## config.mk

```make
export PLATFORM = sky130hd
export DESIGN_NAME = temporal_ngram_encoder
export DESIGN_NICKNAME = d
export VERILOG_FILES = /design/src/rtl/temporal_ngram_encoder_pkg.sv /design/src/rtl/temporal_ngram_encoder_hv_permute.sv /design/src/rtl/temporal_ngram_encoder.sv
export SDC_FILE = /design/constraint.sdc
export NUM_CORES = 1
export LEC_CHECK = 0
export BUFFER_PORTS_ARGS = -buffer_cell sky130_fd_sc_hd__buf_2
export CAP_MARGIN = 20
export CELL_PAD_IN_SITES_DETAIL_PLACEMENT = 1
export CELL_PAD_IN_SITES_GLOBAL_PLACEMENT = 1
export CORE_MARGIN = 3
export CORE_UTILIZATION = 45
export CTS_CLUSTER_DIAMETER = 100
export DETAILED_ROUTE_END_ITERATION = 16
export PLACE_DENSITY_LB_ADDON = 0.08
export SYNTH_ARGS = -nofsm -noshare
export SYNTH_HDL_FRONTEND = slang
export SYNTH_SLANG_ARGS = --single-unit
```

## constraint.sdc

```tcl
create_clock -name clk -period 4.7 [get_ports clk]
set_clock_uncertainty 0.05 [all_clocks]
set_input_delay 0.94 -clock clk [delete_from_list [all_inputs] [get_ports clk]]
set_output_delay 0.94 -clock clk [all_outputs]
set_load 0.05 [all_outputs]
```

## src/rtl/temporal_ngram_encoder_pkg.sv

```systemverilog
// -----------------------------------------------------------------------------
// temporal_ngram_encoder_pkg
//   Shared system-level constants for the hypervector encoder datapath.
//   HV_DIMENSION : hypervector width in bits used by every encoder stage.
//   NGRAM_SIZE   : default number of samples bound into one n-gram.
//   NGRAM_MAX    : largest window the temporal encoder supports.
//   cnt_width()  : width of the in-window sample counter (never below 1).
// -----------------------------------------------------------------------------
package temporal_ngram_encoder_pkg;

  localparam int HV_DIMENSION = 64;
  localparam int NGRAM_SIZE   = 3;
  localparam int NGRAM_MAX    = 8;

  function automatic int cnt_width(input int n);
    return (n <= 1) ? 1 : $clog2(n);
  endfunction

endpackage

```

## src/rtl/temporal_ngram_encoder_hv_permute.sv

```systemverilog
// -----------------------------------------------------------------------------
// hv_permute
//   Hypervector permutation rho(): circular left rotate by one bit.
//   Pure wiring, no logic; shared by every encoder that needs the permutation.
//   Ports:
//     hv     : input  hypervector
//     hv_rot : output rho(hv) = {hv[DIM-2:0], hv[DIM-1]}
// -----------------------------------------------------------------------------
module hv_permute
  import temporal_ngram_encoder_pkg::*;
#(
  parameter int DIM = HV_DIMENSION
) (
  input  logic [DIM-1:0] hv,
  output logic [DIM-1:0] hv_rot
);

  assign hv_rot = {hv[DIM-2:0], hv[DIM-1]};

endmodule

```

## src/rtl/temporal_ngram_encoder.sv

```systemverilog
// -----------------------------------------------------------------------------
// temporal_ngram_encoder
//   Groups a stream of spatial hypervectors into non-overlapping windows of
//   NGRAM samples and binds each window into one n-gram hypervector:
//     hvout = rho^(N-1)(s0) ^ rho^(N-2)(s1) ^ ... ^ s(N-1)
//   The binding is built incrementally (acc = rho(acc) ^ sample), so the
//   datapath is one rotate (wiring) plus one XOR per cycle.
//   Ports:
//     clk          : clock, rising edge
//     rst          : asynchronous active-low reset
//     hvin_valid   : upstream sample valid
//     hvin_ready   : sample can be accepted this cycle
//     hvin         : spatial hypervector sample
//     hvout_valid  : n-gram hypervector available
//     hvout_ready  : downstream accepts the n-gram
//     hvout        : n-gram hypervector (straight from a register)
// -----------------------------------------------------------------------------
module temporal_ngram_encoder
  import temporal_ngram_encoder_pkg::*;
#(
  parameter int NGRAM = NGRAM_SIZE,
  parameter int DIM   = HV_DIMENSION
) (
  input  logic           clk,
  input  logic           rst,
  input  logic           hvin_valid,
  output logic           hvin_ready,
  input  logic [DIM-1:0] hvin,
  output logic           hvout_valid,
  input  logic           hvout_ready,
  output logic [DIM-1:0] hvout
);

  localparam int               CNT_W = cnt_width(NGRAM);
  localparam logic [CNT_W-1:0] LAST  = CNT_W'(NGRAM - 1);

  generate
    if (NGRAM < 1 || NGRAM > NGRAM_MAX) begin : g_bad_ngram
      $error("temporal_ngram_encoder: NGRAM must be in 1..8");
    end
  endgenerate

  logic [CNT_W-1:0] cnt;
  logic [DIM-1:0]   acc;
  logic [DIM-1:0]   acc_rot;
  logic [DIM-1:0]   bound;
  logic             last;
  logic             hvin_fire;
  logic             hvout_fire;

  hv_permute #(.DIM(DIM)) u_permute (
    .hv     (acc),
    .hv_rot (acc_rot)
  );

  // First sample of a window starts a fresh binding; acc may hold a stale
  // value from the previous window, which is intentionally ignored here.
  assign bound = (cnt == '0) ? hvin : (acc_rot ^ hvin);

  assign last = (cnt == LAST);

  // Only the window-closing sample needs the output slot, so it is the only
  // one that can be stalled; earlier samples keep accumulating meanwhile.
  assign hvin_ready = !(last && hvout_valid && !hvout_ready);

  assign hvin_fire  = hvin_valid && hvin_ready;
  assign hvout_fire = hvout_valid && hvout_ready;

  // ---- datapath: partial binding and result register ----
  always_ff @(posedge clk or negedge rst) begin
    if (!rst) begin
      acc   <= '0;
      hvout <= '0;
    end else if (hvin_fire) begin
      if (last) begin
        hvout <= bound;
      end else begin
        acc <= bound;
      end
    end
  end

  // ---- control: window position and output occupancy ----
  always_ff @(posedge clk or negedge rst) begin
    if (!rst) begin
      cnt         <= '0;
      hvout_valid <= 1'b0;
    end else begin
      if (hvin_fire) begin
        cnt <= last ? '0 : (cnt + 1'b1);
      end
      // A completing window wins over a drain in the same cycle, keeping
      // the slot occupied with the new result.
      if (hvin_fire && last) begin
        hvout_valid <= 1'b1;
      end else if (hvout_fire) begin
        hvout_valid <= 1'b0;
      end
    end
  end

endmodule

```

### Word-level counts from Yosys, hierarchy flattened

Cells that the tools add are included.

| word-level totals | value |
|---|---|
| logic and storage cells | 23 |
| register bits after elaboration | 131 |

| cells by class | value |
|---|---|
| multiplexer cells | 4 |
| add/subtract/negate cells | 1 |
| bitwise logic cells | 2 |
| equal/unequal tests | 1 |
| reduce and logical (&&, ||, !) cells | 11 |

Operators by type and width:

| operator | count |
|---|---|
| 64-bit two-way mux | 1 |
| 64-bit bitwise XOR | 1 |
| 1-bit logical AND | 5 |
| 2-bit AND reduction | 2 |
| 2-bit by 1-bit adder with 2-bit output, second input constant | 1 |
| 2-bit == test, second input constant | 1 |
| 1-bit zero test | 2 |
| 2-bit zero test | 1 |
| 1-bit two-way mux | 2 |
| 2-bit two-way mux | 1 |
| 2-bit nonzero test | 1 |
| 1-bit NOT | 1 |

### Longest topological paths before layout

Gate-level depths: netlist of the first run.

| logic depth | value |
|---|---|
| depth in word-level cells | 7 |
| depth in mapped cells | 5 |
| mapped depth without buffers | 3 |

### Modules after synthesis

A second synthesis of the first run with hierarchy kept.

| second synthesis, totals | value |
|---|---|
| cell total of the unflattened synthesis | 552 |
| area total of the unflattened synthesis | 6904.1 µm² |

By module, submodules not included:

| module | times used | area an instance (µm²) | sequential area each (µm²) | cells each |
|---|---|---|---|---|
| temporal_ngram_encoder | 1 | 6423.7 | 3278.1 | 488 |
| hv_permute | 1 | 480.5 | 0.0 | 64 |

### Least setup slack after synthesis of the first run

OpenSTA, ideal clock, no wires.

| timing | value |
|---|---|
| path type | input -> output |
| start | input port hvout_ready |
| end | output port hvin_ready |
| path slack | 2.073 ns |
| arrival | 1.637 ns |
| cell stages on the path | 2 |
| data required time | 3.710 ns |
| cell sequence | nand2b_1 or3_1 |

| on the way | value |
|---|---|
| word-level cells in the longest chain between the ends | 3 |

RTL lines:

| element | RTL line | source |
|---|---|---|
| start, declared | temporal_ngram_encoder.sv:30 | `input logic hvout_ready,` |
| 1-bit zero test | temporal_ngram_encoder.sv:64 | `assign hvin_ready = !(last && hvout_valid && !hvout_ready);` |
| 1-bit logical AND | temporal_ngram_encoder.sv:64 |  |
| 1-bit zero test | temporal_ngram_encoder.sv:64 |  |
| end, declared | temporal_ngram_encoder.sv:27 | `output logic hvin_ready,` |

Every way passes these cells.

### Final worst setup path of the first run

| timing | value |
|---|---|
| start | register cnt[1] |
| end | output port hvin_ready |

| on the way | value |
|---|---|
| word-level cells in the longest chain between the ends | 4 |

RTL lines:

| element | RTL line | source |
|---|---|---|
| start, declared | temporal_ngram_encoder.sv:43 | `logic [CNT_W-1:0] cnt;` |
| start signal, assigned | temporal_ngram_encoder.sv:90 | `cnt <= last ? '0 : (cnt + 1'b1);` |
| 2-bit == test | temporal_ngram_encoder.sv:60 | `assign last = (cnt == LAST);` |
| 1-bit logical AND (2 in a row) | temporal_ngram_encoder.sv:64 |  |
| 1-bit zero test | temporal_ngram_encoder.sv:64 |  |

Every way passes these cells.

==> results of run 1 <==
## layout by cell type, fill, tap and decap left out, types with 3 or more instances in the layout
cell and n:
o21ai_0 59, dfrtp_1 129, mux2_2 128, buf_4 5, o21ai_1 5, buf_2 132, clkbuf_8 3, xnor2_1 64
clkinv_2 6, xor2_1 64, clkbuf_16 17
## power breakdown
group | internal (mW) | switching, mW | total, mW
registers | 1.73 | 0.454 | 2.18
clock network | 0.817 | 0.475 | 1.29
logic | 1.31 | 1.97 | 3.29
## cell type report
| type | instances | area (µm²) | share of cell area |
|---|---|---|---|
| flip-flops and latches | 131 | 3280 | 0.420 |
| multi-input cells | 329 | 2950 | 0.378 |
| repair buffers | 141 | 764 | 0.0979 |
| clock buffers | 22 | 474 | 0.0608 |
| well taps | 180 | 225 | 0.0289 |
| clock inverters | 10 | 106 | 0.0136 |
| inverters | 1 | 3.75 | 0.000481 |
## metrics by stage
step	util	setup slack, ps
after floorplan	-	2070
after detailed placement	0.517	1560
final	0.560	1580
after CTS	0.559	1510
after global placement	0.516	1690
after global routing	0.560	1460
## final timing paths
check | from | endpoint | slack (ps) | cells after the start
max | cnt[1] | hvin_ready | 1580 | 4
min | hvout[24] | hvout[24] | 450 | 1
max reg2reg | cnt[1] | acc[13] | 1970 | 5
min reg2reg | hvout[24] | hvout[24] | 450 | 1
max in group asynchronous | rst | hvout[18] | 3010 | 2
min in group asynchronous | rst | acc[20] | 550 | 1
## registers in the layout (all words and copies together), names as in the netlist
signal       flops
hvout           64
cnt              2
hvout_valid      1
acc             64
## cell families after synthesis
kind of cell / share of synthesized area
buffers and inverters: 0.0304
AND/OR/NAND/NOR: 0.00448
flip-flops: 0.510
AO/OA/AOI/OAI: 0.0541
XOR/XNOR: 0.175
multiplexers: 0.226
## layer usage
layer,routed length (µm),share of wire,up-vias
met3,708,0.049,20
met1,5920,0.41,2133
met2,7530,0.52,88
met5,11,0.00077,-
met4,204,0.014,2
li1,-,-,1937
==> results.ini, run 1 <==
[global_routing]
grt_util_met2=0.339
grt_max_degree=102
use_met1=0.224
top_usage_layer=met2
grt_pass1_vias=4785
antenna_found_initial=1
grt_overflow_total=0
grt_use_total=0.192
grt_pass1_wl_um=24200
grt.met3_usage=0.0547

[clock_tree]
post-cts-setup-buffer-count=0
clk-insertion-delay-late_ps=420
cts_hold_buf=0
h-tree-depth=4
cts_num_sinks=131
clk_path_buf_depth=2
root_buffer=clkbuf_16
post_cts_resized=0
cts_buffers=17
clk_pin_slew_worst_paths_ps=50
cts_tree=done

[die]
fp.coreArea_um2=13900
rows=43
fp.dieArea_um2=15700
die_h_um=125
fp.dieW_um=125
ios=134
floorplan.initialDensity=0.461

[setup_path]
cp_cell_sequence=buf_4 > inv_2 > or3_1 > buf_2
crit_arrival_ps=2130
slowest_stage=buf_4
path_class=reg2out
path_buf_inv=3
crit_path_start_kind=flop
required_ps=3710
worstSetupEndpointType=output port
max_stage_delay_ps=550
path_delay_family=buffers and inverters
cp_max_fo=68

[power_and_ir_drop]
p_total_mw=6.76
ir_worst_vdd_mv=0.526
p_leak_nw=3.46
power_density_nw_per_um2=867

[routing]
drt-total-wl_um=14400
drt-initial-drc-count=108
ant_nets=0
dr.pass1.iters=4
via_per_inst=5.14
drc=0
wire_per_inst_um=17.7
vias=4180

[synth]
yosysMostFrequentCell=dfrtp_1
synth_top_area_frac=0.510
syn_area_um2=6420
synth_edf_count=0
yosysSeqAreaShare=0.510
avgSynthCellArea_um2=13.2
synthCells=488
synth_seq_cells=131
postSynth.asyncResetShare=1.00
yosys_warnings=0
synth_area_leader_cell=dfrtp_1
synth_area_leaders=dfrtp_1, mux2_2, xnor2_1, xor2_1, o21ai_0
ys_types=21
synth_top_flop_cell=dfrtp_1
synth_fp_nets=556
synth.top_cells.by_count=dfrtp_1, mux2_2, xnor2_1, xor2_1, o21ai_0

[timing]
finalHoldViolCount=0
max_freq_mhz=321
fin_crit_ps=3120
final.setup.tns_ps=0
setup_viol=0
tightestPinTransition_ps=998
fin_crit_sh=0.663
slew-limit-headroom=0.332
rsz0062_at_grt=false
maxSlewViolCount=0
hold_ws_ps=451

[cells_and_area]
final_nets=689
finish.instance_area_um2=7800
drive_above_1_share=0.478
area_growth_pct=21.5
antennaDiodeCount=0
fin_cells=814
fill_cells=1466

[placement]
place.gp.congestion=0.735
dp_cells=781
port_buffers=133
dpl_cell_area_um2=7210
hpwl_um=9380

[outcome]
outcome=complete, no violations

[flow_run]
drv_cap=0

[worst_hold_path]
hold_class=reg2reg

Note: power is estimated with default switching activity, not from simulation.
==> run 2, diff against run 1 <==
--- a/config.mk
+++ b/config.mk
@@ -10,7 +10,7 @@
 export CELL_PAD_IN_SITES_DETAIL_PLACEMENT = 1
 export CELL_PAD_IN_SITES_GLOBAL_PLACEMENT = 1
 export CORE_MARGIN = 3
-export CORE_UTILIZATION = 45
+export CORE_UTILIZATION = 44
 export CTS_CLUSTER_DIAMETER = 100
 export DETAILED_ROUTE_END_ITERATION = 16
 export PLACE_DENSITY_LB_ADDON = 0.08
==> constraint.sdc (replaced) <==
create_clock -name clk -period 3.05 [get_ports clk]
set_clock_uncertainty 0.05 [all_clocks]
set_input_delay 0.61 -clock clk [delete_from_list [all_inputs] [get_ports clk]]
set_output_delay 0.61 -clock clk [all_outputs]
set_load 0.05 [all_outputs]
==> run 2 against run 1 <==
  * Non-clock buffer count is the same
  * Register-to-register slack worse by 880 ps
  * Sequential power is 55% higher
  * Cell count rose by 0.12%
==> results.ini, run 2 (same netlist as run 1, synthesis figures left out) <==
[clock_tree]
h-tree-depth=4
cts_num_sinks=131
cts_buffers=17
cts_tree=done
clk_path_buf_depth=2
cts_hold_buf=0
clk_pin_slew_worst_paths_ps=50
root_buffer=clkbuf_16
clk-insertion-delay-late_ps=410
post-cts-setup-buffer-count=0
post_cts_resized=0

[placement]
dp_cells=782
port_buffers=133
dpl_cell_area_um2=7230
place.gp.congestion=0.726
hpwl_um=9200
dp_slack_ps=952

[die]
floorplan.initialDensity=0.456
rows=43
ios=134
fp.coreArea_um2=14100
fp.dieW_um=127
fp.dieArea_um2=16100
die_h_um=127

[cells_and_area]
final_nets=689
ff_latch_area_um2=3280
fin_cells=815
fill_cells=1454
area_growth_pct=21.0
multi_input_area_um2=2950
drive_above_1_share=0.470
final_common_cell=buf_2
finish.instance_area_um2=7770
most-common-layout-cells=buf_2, dfrtp_1, mux2_2
reg.largest.list=acc: 64 flops, hvout: 64 flops, cnt: 2 flops
fin_util=0.552

[timing]
setup_viol=0
max_freq_mhz=399
fin_ws_ps=541
hold_ws_ps=161
slew-limit-headroom=0.544
finalHoldViolCount=0
final.setup.tns_ps=0
fin_crit_ps=2510
maxSlewViolCount=0
fin_crit_sh=0.823
rsz0062_at_grt=false
tightestPinTransition_ps=684

[setup_path]
worstSetupEndpointType=output port
path_class=reg2out
cp_max_fo=29
required_ps=2390
crit_arrival_ps=1850
crit_path_start_kind=flop
r2r_slack_ps=1090

[routing]
wire_per_inst_um=17.4
via_per_inst=5.11
ant_nets=0
vias=4167
dr.pass1.iters=4
drt-total-wl_um=14200
drc=0
drt-initial-drc-count=136

[global_routing]
use_met1=0.206
grt_pass1_wl_um=23600
grt_pass1_vias=4753
grt_overflow_total=0
grt_use_total=0.186
top_usage_layer=met2
grt_max_degree=72
grt.met3_usage=0.0451
antenna_found_initial=2
grt_util_met2=0.342

[flow_run]
drv_cap=0

[power_and_ir_drop]
ir_worst_vdd_mv=0.628
p_leak_nw=3.44
power_density_nw_per_um2=1320
p_total_mw=10.3

[outcome]
outcome=complete, no violations

[worst_hold_path]
hold_class=in2async

[run 2: cell types whose count changed in the layout (fill, tap and decap cells not counted), sizes merged]
cell,delta
clkinvlp,-1
clkbuf,+5
bufinv,-1
clkinv,-3
diode,+1
[run 2: worst paths after layout]
check	start	endpoint	cells after the start
max in group asynchronous	rst	acc[4]	2
setup reg to reg	cnt[1]	acc[14]	4
setup / recovery	cnt[1]	hvin_ready	3
hold / removal	rst	hvout[20]	1
hold reg to reg	hvout[7]	hvout[7]	1
min in group clk	hvout_ready	hvout_valid	3
[run 2: critical path: stages (launching register included)]
cell and delay, ps:
dfrtp_2 680, inv_2 120, or3_1 410, buf_2 230
[run 2: cell type report]
type | count | area share
diodes | 1 | 0.000322
clock buffers | 27 | 0.0634
inverters | 1 | 0.000483
flip-flops and latches | 131 | 0.422
well taps | 180 | 0.0290
clock inverters | 5 | 0.00644
multi-input cells | 329 | 0.379
repair buffers | 141 | 0.0990
[run 2: metal layers]
| metal | wire [µm] | up-vias |
|---|---|---|
| met1 | 5620 | 2126 |
| met5 | 7 | - |
| met2 | 7600 | 88 |
| li1 | - | 1932 |
| met3 | 641 | 19 |
| met4 | 315 | 2 |
[run 2: power breakdown]
group	internal [mW]	total, mW	leakage, nW	switching, mW
registers	2.66	3.38	1.54	0.717
logic	2.01	5.00	1.63	2.99
clock network	1.18	1.88	0.269	0.695
==> run 3, diff against run 2 <==
==> constraint.sdc (replaced) <==
create_clock -name clk -period 2.37 [get_ports clk]
set_clock_uncertainty 0.05 [all_clocks]
set_input_delay 0.474 -clock clk [delete_from_list [all_inputs] [get_ports clk]]
set_output_delay 0.474 -clock clk [all_outputs]
set_load 0.05 [all_outputs]
==> run 3 against run 2 <==
  * Critical path depth stayed put
  * Register-to-register slack worse by 660 ps
  * Clock power is 31% higher
  * Highest routed layer is now met4
==> results.ini, run 3 (same netlist as run 1, synthesis figures left out) <==
[outcome]
outcome=complete, no violations

[power_and_ir_drop]
p_total_mw=13.3
p_int_mw=7.60
clkPwrFrac=0.186
seq_power_share=0.318
power_density_nw_per_um2=1700
ir_worst_vdd_mv=0.772
power.switching_mw=5.70
switching_share=0.429
p_leak_nw=3.47
power_frac_comb=0.496

[timing]
fin_crit_ps=2160
maxSlewViolCount=0
fin_crit_sh=0.911
setup_viol=0
hold_ws_ps=7.65
fin_ws_ps=211
tightestPinTransition_ps=669
final.setup.tns_ps=0
max_freq_mhz=463
finalHoldViolCount=0
slew-limit-headroom=0.552
rsz0062_at_grt=false

[flow_run]
drv_cap=0

[cells_and_area]
antennaDiodeCount=0
fill_cells=1495
most-common-layout-cells=buf_2, dfrtp_1, mux2_2
area_growth_pct=21.7
drive_above_1_share=0.474
reg.largest.list=acc: 64 flops, hvout: 64 flops, cnt: 2 flops
final_nets=691
final_common_cell=buf_2

[setup_path]
r2r_start=cnt[0]
reg2regPathDepth=5
path_depth=3
crit_end=hvin_ready
crit_arrival_ps=1640
cp_max_fo=16
r2r_slack_ps=430
slowest_stage=dfrtp_2
path_delay_family=buffers and inverters
max_stage_delay_ps=420
path_class=reg2out
crit_start=cnt[0]
crit_path_start_kind=flop
required_ps=1850
path_buf_inv=2
worstSetupEndpointType=output port
cp_cell_sequence=buf_4 > or3_1 > buf_2
reg2reg_to=acc[16]

[global_routing]
antenna_found_initial=0
grt_pass1_wl_um=23900
grt_max_degree=59
grt_overflow_total=0
grt_pass1_vias=4632
grt_use_total=0.187

[clock_tree]
h-tree-depth=4
clk-insertion-delay-late_ps=410
clk_pin_slew_worst_paths_ps=60
post-cts-setup-buffer-count=0
cts_hold_buf=0
cts_num_sinks=131
cts_buffers=17
root_buffer=clkbuf_16
cts_tree=done
post_cts_resized=0
clk_path_buf_depth=2

[routing]
drt-initial-drc-count=137
via_per_inst=5.10
drt-total-wl_um=14300
wire_per_inst_um=17.5
dr.pass1.iters=4
vias=4157
ant_nets=0
drc=0

[placement]
port_buffers=133
dp_slack_ps=462
place.gp.congestion=0.742
hpwl_um=9430

[die]
die_h_um=127
fp.coreArea_um2=14100
fp.dieW_um=127
rows=43
ios=134
fp.dieArea_um2=16100
floorplan.initialDensity=0.456

[worst_hold_path]
hold_class=in2async

==> run 3: cell type report <==
class / count / area, µm² / area share
multi-input combinational: 329 / 2950 / 0.377
inverter: 1 / 3.75 / 0.000480
tap: 180 / 225 / 0.0288
sequential: 131 / 3280 / 0.420
clock buffer: 26 / 499 / 0.0639
timing repair buffer: 143 / 810 / 0.104
clock inverter: 5 / 50.0 / 0.00640
==> run 3: worst min path at each step <==
stage	from	end	slack, ps	depth (start not counted)
floorplan	rst	acc[0]	130	0
global placement	hvout[14]	hvout[14]	430	1
detailed placement	hvout[10]	hvout[10]	440	1
CTS	rst	acc[24]	10	1
global route	rst	hvout[20]	40	1
finish	rst	hvout[20]	8	1
==> run 3: layer usage <==
| metal | GRT usage | routed length (µm) | part of all wire |
|---|---|---|---|
| met1 | 0.219 | 6020 | 0.42 |
| met2 | 0.330 | 7330 | 0.51 |
| met3 | 0.0505 | 712 | 0.050 |
| met4 | 0.0656 | 237 | 0.017 |
| met5 | 0 | 0 | 0 |
==> run 3: worst register-to-register path, stage by stage (launching register included) <==
cell and delay [ps]:
dfrtp_2 380, buf_4 200, buf_4 510, o21ai_0 230, xnor2_1 190, mux2_2 270
==> run 3: through the flow <==
step | cell area (µm²) | util | std cells
finish | 7820 | 0.555 | 815
global route | 7820 | 0.555 | 815
CTS | 7820 | 0.555 | 815
detailed placement | 7270 | 0.516 | 784
global placement | 7270 | 0.516 | 784
floorplan | 6420 | - | 488
==> run 3: power by group through the flow <==
stage | combinational (mW) | sequential (mW) | clock, mW
finish | 6.60 | 4.23 | 2.47
global route | 7.15 | 4.39 | 2.62
CTS | 6.72 | 4.25 | 2.54
detailed placement | 6.65 | 4.27 | 0
global placement | 6.47 | 4.20 | 0
floorplan | 3.31 | 6.10 | 0
